### config.mk
export PLATFORM = sky130hd
export DESIGN_NAME = alu_cnt_dec_unit_flat
export DESIGN_NICKNAME = d
export VERILOG_FILES = /design/src/rtl/alu_cnt_dec_unit_pkg.sv /design/src/rtl/alu_cnt_dec_unit_if.sv /design/src/rtl/alu_cnt_dec_unit_alu_4bit_core.sv /design/src/rtl/alu_cnt_dec_unit.sv /design/src/flat_wrapper.sv
export SDC_FILE = /design/constraint.sdc
export NUM_CORES = 1
export LEC_CHECK = 0
export ABC_CLOCK_PERIOD_IN_PS = 1900
export BUFFER_PORTS_ARGS = -buffer_cell sky130_fd_sc_hd__buf_2
export CORE_MARGIN = 10
export CORE_UTILIZATION = 45
export CTS_CLUSTER_SIZE = 14
export DETAILED_ROUTE_END_ITERATION = 8
export MAX_ROUTING_LAYER = met4
export PLACE_DENSITY = 0.72
export SYNTH_ARGS = -nofsm -noshare
export SYNTH_HDL_FRONTEND = slang
export SYNTH_SLANG_ARGS = --single-unit
### constraint.sdc
create_clock -name clk -period 1.9 [get_ports clk]
set_input_delay 0.38 -clock clk [delete_from_list [all_inputs] [get_ports clk]]
set_output_delay 0.38 -clock clk [all_outputs]
set_load 0.005 [all_outputs]
### src/rtl/alu_cnt_dec_unit_pkg.sv
// rtl/alu_cnt_dec_unit_pkg.sv - shared opcodes and widths for the ALU/counter/decoder unit
package alu_cnt_dec_unit_pkg;

    localparam int ALU_W = 4;
    localparam int CNT_W = 3;

    typedef enum logic [2:0] {
        ADD = 3'b000,
        SUB = 3'b001,
        NOT = 3'b010,
        AND = 3'b011,
        OR  = 3'b100,
        XOR = 3'b101,
        SLT = 3'b110,
        EQ  = 3'b111
    } alu_op_t;

endpackage

### src/rtl/alu_cnt_dec_unit_if.sv
// rtl/alu_cnt_dec_unit_if.sv - operand, control and result bundle of the unit
interface alu_cnt_dec_unit_if;
    import alu_cnt_dec_unit_pkg::*;

    logic [2:0]       alu_fnselec;
    logic [ALU_W-1:0] alu_a;
    logic [ALU_W-1:0] alu_b;
    logic [ALU_W-1:0] alu_res;
    logic             alu_zero;
    logic             alu_overflow;
    logic             alu_carry;
    logic             counter_en;
    logic [CNT_W-1:0] dec_counter_out;
    logic [2:0]       x;
    logic             en;
    logic [7:0]       y_dec;

    modport master (
        output alu_fnselec, alu_a, alu_b, counter_en, x, en,
        input  alu_res, alu_zero, alu_overflow, alu_carry, dec_counter_out, y_dec
    );

    modport slave (
        input  alu_fnselec, alu_a, alu_b, counter_en, x, en,
        output alu_res, alu_zero, alu_overflow, alu_carry, dec_counter_out, y_dec
    );
endinterface

### src/rtl/alu_cnt_dec_unit_alu_4bit_core.sv
// rtl/alu_cnt_dec_unit_alu_4bit_core.sv - combinational 4-bit ALU datapath with carry/overflow
module alu_4bit_core
    import alu_cnt_dec_unit_pkg::*;
(
    input  logic [2:0]       op,
    input  logic [ALU_W-1:0] a,
    input  logic [ALU_W-1:0] b,
    output logic [ALU_W-1:0] res,
    output logic             carry,
    output logic             overflow
);

    logic [ALU_W:0] sum;
    logic [ALU_W:0] diff;

    // Subtraction is A + ~B + 1 so carry means "no borrow" (A >= B unsigned).
    assign sum  = {1'b0, a} + {1'b0, b};
    assign diff = {1'b0, a} + {1'b0, ~b} + {{ALU_W{1'b0}}, 1'b1};

    always_comb begin
        res      = '0;
        carry    = 1'b0;
        overflow = 1'b0;
        case (alu_op_t'(op))
            ADD: begin
                res      = sum[ALU_W-1:0];
                carry    = sum[ALU_W];
                overflow = (a[ALU_W-1] == b[ALU_W-1]) && (sum[ALU_W-1] != a[ALU_W-1]);
            end
            SUB: begin
                res      = diff[ALU_W-1:0];
                carry    = diff[ALU_W];
                overflow = (a[ALU_W-1] != b[ALU_W-1]) && (diff[ALU_W-1] != a[ALU_W-1]);
            end
            NOT:     res = ~a;
            AND:     res = a & b;
            OR:      res = a | b;
            XOR:     res = a ^ b;
            SLT:     res = {{(ALU_W-1){1'b0}}, ($signed(a) < $signed(b))};
            EQ:      res = {{(ALU_W-1){1'b0}}, (a == b)};
            default: res = '0;
        endcase
    end

endmodule

### src/rtl/alu_cnt_dec_unit.sv
// rtl/alu_cnt_dec_unit.sv - registered ALU, 3-bit down-counter and registered 3-to-8 decoder
module alu_cnt_dec_unit
    import alu_cnt_dec_unit_pkg::*;
(
    input  logic              clk,
    input  logic              rst,
    alu_cnt_dec_unit_if.slave bus
);

    logic [ALU_W-1:0] res_c;
    logic             carry_c;
    logic             overflow_c;

    alu_4bit_core u_core (
        .op       (bus.alu_fnselec),
        .a        (bus.alu_a),
        .b        (bus.alu_b),
        .res      (res_c),
        .carry    (carry_c),
        .overflow (overflow_c)
    );

    // Zero flag tracks the result being captured on this edge, not the previous one.
    always_ff @(posedge clk) begin
        if (rst) begin
            bus.alu_res         <= '0;
            bus.alu_zero        <= 1'b0;
            bus.alu_overflow    <= 1'b0;
            bus.alu_carry       <= 1'b0;
            bus.dec_counter_out <= '0;
            bus.y_dec           <= '0;
        end else begin
            bus.alu_res      <= res_c;
            bus.alu_zero     <= (res_c == '0);
            bus.alu_overflow <= overflow_c;
            bus.alu_carry    <= carry_c;
            if (bus.counter_en)
                bus.dec_counter_out <= bus.dec_counter_out - {{(CNT_W-1){1'b0}}, 1'b1};
            bus.y_dec <= bus.en ? (8'b0000_0001 << bus.x) : 8'b0000_0000;
        end
    end

endmodule

### src/flat_wrapper.sv
// flat-port wrapper written by rule: the top's interface ports become plain ports
module alu_cnt_dec_unit_flat import alu_cnt_dec_unit_pkg::*;
  (clk, rst, bus_alu_fnselec, bus_alu_a, bus_alu_b, bus_counter_en, bus_x, bus_en, bus_alu_res, bus_alu_zero, bus_alu_overflow, bus_alu_carry, bus_dec_counter_out, bus_y_dec);
  alu_cnt_dec_unit_if bus_i ();
  input  logic clk;
  input  logic rst;
  input wire logic [$bits(bus_i.alu_fnselec)-1:0] bus_alu_fnselec;
  input wire logic [$bits(bus_i.alu_a)-1:0] bus_alu_a;
  input wire logic [$bits(bus_i.alu_b)-1:0] bus_alu_b;
  input wire logic [$bits(bus_i.counter_en)-1:0] bus_counter_en;
  input wire logic [$bits(bus_i.x)-1:0] bus_x;
  input wire logic [$bits(bus_i.en)-1:0] bus_en;
  output wire logic [$bits(bus_i.alu_res)-1:0] bus_alu_res;
  output wire logic [$bits(bus_i.alu_zero)-1:0] bus_alu_zero;
  output wire logic [$bits(bus_i.alu_overflow)-1:0] bus_alu_overflow;
  output wire logic [$bits(bus_i.alu_carry)-1:0] bus_alu_carry;
  output wire logic [$bits(bus_i.dec_counter_out)-1:0] bus_dec_counter_out;
  output wire logic [$bits(bus_i.y_dec)-1:0] bus_y_dec;
  assign bus_i.alu_fnselec = bus_alu_fnselec;
  assign bus_i.alu_a = bus_alu_a;
  assign bus_i.alu_b = bus_alu_b;
  assign bus_i.counter_en = bus_counter_en;
  assign bus_i.x = bus_x;
  assign bus_i.en = bus_en;
  assign bus_alu_res = bus_i.alu_res;
  assign bus_alu_zero = bus_i.alu_zero;
  assign bus_alu_overflow = bus_i.alu_overflow;
  assign bus_alu_carry = bus_i.alu_carry;
  assign bus_dec_counter_out = bus_i.dec_counter_out;
  assign bus_y_dec = bus_i.y_dec;
  alu_cnt_dec_unit u_core (.clk(clk), .rst(rst), .bus(bus_i));
endmodule
* Yosys cells after proc, flatten, opt, wreduce, memory -nomap -nowiden *
Index checks and enable logic that the tools add are counted.

storage, ports and cells
  register bits after elaboration = 18
  latch bits = 0
  memory bits (writable) = 0
  memory bits (read-only) = 0
  input port bits = 18
  output and inout port bits = 18
  logic and storage cells = 38
  memories = 0

cells by class
  $add $sub $neg = 4
  multiply operators = 0
  div/mod/pow operators = 0
  order comparisons = 1
  equality and inequality tests = 12
  shift-type cells = 1
  muxes and demuxes = 3
  bitwise logic cells = 6
  reductions and logical operators = 5

operators with widths
  operator                                                               number
  4-bit case mux with 8 select lines                                     1
  3-bit equality test, second input constant                             4
  4-bit by 4-bit adder with 5-bit output                                 2
  4-bit NOT                                                              2
  1-bit by 3-bit << shifter with 8-bit output, first input constant      1
  3-bit by 2-bit equality test with 1-bit output, second input constant  2
  5-bit by 1-bit adder with 5-bit output, second input constant          1
  4-bit AND                                                              1
  4-bit equality test                                                    1
  4-bit zero test                                                        1
  4-bit less-than comparator                                             1
  4-bit OR                                                               1
  1-bit case mux with 2 select lines                                     2
  4-bit XOR                                                              1
  3-bit by 1-bit equality test with 1-bit output, second input constant  1
  3-bit zero test                                                        1
  1-bit inequality test                                                  3
  3-bit by 1-bit subtractor with 3-bit output, second input constant     1
  1-bit logical AND                                                      2
  2-bit OR reduction                                                     1
  1-bit equality test                                                    1
  1-bit NOT                                                              1

* Logic depth before layout (Yosys ltp) *
  depth in word-level cells = 6
  depth in mapped cells = 9
  mapped depth without buffers = 9

* Modules after synthesis *
Synthesis repeated with hierarchy kept, for this count alone.

unflattened totals
  cells, all modules = 145
  area, all modules = 1248.7 um^2

modules (own cells, without submodules)
  module            instances  cells each  area each (um^2)  sequential area each (um^2)
  alu_4bit_core     1          95          690.7             0.0
  alu_cnt_dec_unit  1          50          558.0             360.3

* Worst setup path after synthesis *
OpenSTA, ideal clock, no wires.

  path type = input-to-reg
  start point = input port bus_alu_b[1]
  end point = register u_core.bus.alu_overflow
  setup time = 0.103 ns
  arrival time = 1.872 ns
  data required time = 1.797 ns
  setup slack = -0.075 ns
  cell stages on the path = 7
  cell sequence = inv_1 ha_1 a21o_1 a21oi_4 xnor2_1 or3_1 a2111oi_2

on the way
  cells in the longest elaborated chain, start to end = 6

ends and longest elaborated chain
  element                                 line                                  text
  start, declared                         flat_wrapper.sv:9                     input wire logic [$bits(bus_i.alu_b)-1:0] bus_alu_b;
  4-bit NOT                               alu_cnt_dec_unit_alu_4bit_core.sv:18  assign diff = {1'b0, a} + {1'b0, ~b} + {{ALU_W{1'b0}}, 1'b1};
  4-bit by 4-bit adder with 5-bit output  alu_cnt_dec_unit_alu_4bit_core.sv:18
  5-bit by 1-bit adder with 5-bit output  alu_cnt_dec_unit_alu_4bit_core.sv:18
  1-bit inequality test                   alu_cnt_dec_unit_alu_4bit_core.sv:33  overflow = (a[ALU_W-1] != b[ALU_W-1]) && (diff[ALU_W-1] != a[ALU_W-1]);
  1-bit logical AND                       alu_cnt_dec_unit_alu_4bit_core.sv:33
  1-bit case mux with 2 select lines *    alu_cnt_dec_unit_alu_4bit_core.sv:24  case (alu_op_t'(op))
  end signal, assigned                    alu_cnt_dec_unit.sv:35                bus.alu_overflow <= overflow_c;
  end, declared                           alu_cnt_dec_unit_if.sv:25             output alu_res, alu_zero, alu_overflow, alu_carry, dec_counter_out, y_dec

Mark *: on every way between the ends. The rest lies on a longest branch, timed or not.
A chain may end at the register's enable or synchronous reset.

* Final worst setup path *
Same ends and word-level chain as after synthesis.

==> impl_metrics.json <==
{
  "stdcell_count": 214,
  "postCtsSetupBuffers": 0,
  "drt_iter0_drc": 66,
  "dp_hpwl_mm": 2.33,
  "root_buffer": "clkbuf_4",
  "synth_common_cells": "19 x nor2_1, 18 x dfxtp_1, 16 x inv_1, 13 x ha_1",
  "cts.clk_slew.worst_paths_ps": 90,
  "io_pins": 36,
  "multi_input_area_um2": 743,
  "hold_path_class": "input port to flop",
  "cp.arrival_ps": 1990,
  "maxCapViolations": 0,
  "start_util_pct": 47.3,
  "min-delay-start": "bus_x[1]",
  "tightest_slew_ps": 300,
  "rr_endpoint": "u_core.bus.dec_counter_out[1]$_SDFFE_PP0P_",
  "grt_max_degree": 16,
  "numClockSinks": 18,
  "min_path_cells": 2,
  "grt_setup_unrepaired": "false",
  "synth.top_cell.area_share_pct": 30.7,
  "worst_slack_ps": 86.5,
  "syn_area_um2": 1170,
  "synth_top_family_by_area": "simple AND/OR/NAND/NOR gates",
  "synthXorXnorAreaFrac_pct": 5.23,
  "muxShareOfSynthArea_pct": 1.71,
  "grtUsageMet3_pct": 3.07,
  "synth_top_area_cell": "dfxtp_1",
  "cts_tree": "built",
  "relSlewSlack_pct": 80.0,
  "synthArstFlopShare_pct": 0,
  "core-area_um2": 2480,
  "synth-seq-cells": 18,
  "design_area_um2": 1520,
  "synth_cell_types": 38,
  "cts-hold-fix-buffers": 0,
  "finalCritPeriodShare_pct": 95.4,
  "die_width_um": 71.0,
  "r2r_start": "u_core.bus.dec_counter_out[0]$_SDFFE_PP0P_",
  "synth_cells": 138,
  "synth-compound-area-share_pct": 16.8,
  "cts_htree_levels": 1,
  "port_buffers": 35,
  "place_area_um2": 1470,
  "met2_usage_pct": 18.9,
  "synth_edf_count": 0,
  "syn2layout_area_growth_pct": 29.8,
  "crit_required_ps": 2070,
  "setup_viol": 0,
  "dieArea_um2": 5050,
  "critPathCaptureType": "flop",
  "seq_area_um2": 360,
  "cp-start-kind": "input port",
  "synth_area_leaders": "dfxtp_1 31%, ha_1 14%, nor2_1 6.1%",
  "cp_max_fo": 4,
  "drt_wl_total_mm": 2.71,
  "synth_fa_ha_area_share_pct": 17.3,
  "grt_pass1_wl_mm": 4.71,
  "antenna_left": 0,
  "via_per_inst": 5.22,
  "min_period_ps": 1810,
  "skew_ps": 0.434,
  "diodes": 0,
  "finalHoldViolCount": 0,
  "numCtsBuffers": 3,
  "rr_worst_depth": 3,
  "syn_avg_cell_area_um2": 8.50,
  "fin_total_pwr_uw": 901,
  "drv_slew": 0,
  "drive_gt1_share_pct": 32.6,
  "track_usage_pct": 11.0,
  "r2r_setup_slack_ps": 870,
  "cts_buffer_depth": 2,
  "grt_pass1_vias": 1103,
  "yosysWarnings": 0,
  "grtUsageMet1_pct": 12.0,
  "overflow": 0,
  "firstDrtPassIters": 4,
  "antenna_found_initial": 0,
  "synth_nets": 171,
  "seq_area_frac_synth_pct": 30.7,
  "synth.most_common_cell": "nor2_1",
  "synthFlopType": "dfxtp_1",
  "finalWeightedCongestion": 0.924,
  "drc": 0,
  "peakVddDrop_mv": 0.339,
  "die_height_um": 71.0,
  "whs_endpoint": "u_core.bus.y_dec[0]$_SDFF_PP0_",
  "final_util_pct": 61.4,
  "status": "complete, no violations",
  "final_nets": 218,
  "fillCellCount": 235,
  "crit_type": "input port to flop",
  "grt_busiest_layer": "met2",
  "p_leak_nw": 0.746,
  "wl_per_cell_um": 12.7,
  "clock_latency_ps": 280,
  "synthSimpleGateAreaFrac_pct": 20.4,
  "dp.cells": 210,
  "post-place-ws_ps": -263,
  "max_freq_mhz": 551,
  "vias": 1118,
  "p_per_area_nw_per_um2": 592,
  "rows": 18
}
-- what timing repair did --
| action | 4_1_cts | 5_1_grt |
|---|---|---|
| hold endpoints to repair | 0 | 0 |
| gates resized for setup | 0 | 2 |
| endpoints found under the setup margin | 0 | 3 |
-- critical path: stages --
cell	delay (ps)
buf_2	120
clkinvlp_4	150
ha_4	260
a21o_1	200
a21oi_4	150
xnor2_1	80
or3_1	330
a2111oi_2	320
-- power by group --
group	leakage, nW	internal (mW)	switching [mW]
Clock	0.0210	0.116	0.101
Sequential	0.147	0.398	0.00773
Combinational	0.577	0.135	0.143
-- metal layers --
layer,share of wire (%),vias to the layer above,wire [µm]
met5,0,-,0
met4,0.44,0,12
met3,8.0,2,216
met2,47,37,1280
met1,44,514,1200
li1,-,565,-
-- logic make-up after synthesis --
kind of cell               Yosys count
and+or+nand+nor                     47
AOI/OAI and AO/OA                   26
buffers and inverters               23
DFF                                 18
adders and majority gates           15
xor gates and xnor gates             7
muxes                                2
-- how the worst max path moves through the flow --
stage                 startpoint                                  to  slack, ps  cells past startpoint
floorplan           bus_alu_a[0]      u_core.bus.alu_zero$_SDFF_PP0_          8                      9
finish              bus_alu_b[1]  u_core.bus.alu_overflow$_SDFF_PP0_         90                      8
detailed placement  bus_alu_b[1]  u_core.bus.alu_overflow$_SDFF_PP0_       -260                      8
global route        bus_alu_a[0]      u_core.bus.alu_zero$_SDFF_PP0_          4                     10
global placement    bus_alu_a[0]      u_core.bus.alu_zero$_SDFF_PP0_       -200                     10
CTS                 bus_alu_b[1]  u_core.bus.alu_overflow$_SDFF_PP0_         30                      8
-- stage by stage --
step                TNS (ps)  hold slack, ps
finish                     0             310
global route               0             304
CTS                        0             300
detailed placement      -831             493
global placement        -621             476
floorplan                  0             457
-- layout by cell type, fill, tap and decap left out, types with 3 or more instances in the layout --
cell type  Yosys  layout
a21oi_1        4       3
a31oi_1        3       3
buf_2          5      35
buf_4          0      14
clkbuf_4       0       3
dfxtp_1       18      18
ha_1          13      12
inv_1         16      15
nand2_1        6       6
nand2b_1       3       3
nor2_1        19      19
o22ai_1        4       4
or3_1          3       3
xnor2_1        6       6
-- layout make-up --
class | count | share of cell area [%]
multi-input cells | 97 | 48.8
flip-flops and latches | 18 | 23.7
repair buffers | 49 | 18.4
well taps | 30 | 2.47
clock buffers | 4 | 2.38
inverters | 16 | 4.19
-- registers in the layout (all words and copies together), names as in the netlist --
register                    flops
u_core.bus.alu_res              4
u_core.bus.alu_zero             1
u_core.bus.alu_carry            1
u_core.bus.dec_counter_out      3
u_core.bus.y_dec                8
u_core.bus.alu_overflow         1
Note: power is estimated with default switching activity, not from simulation.
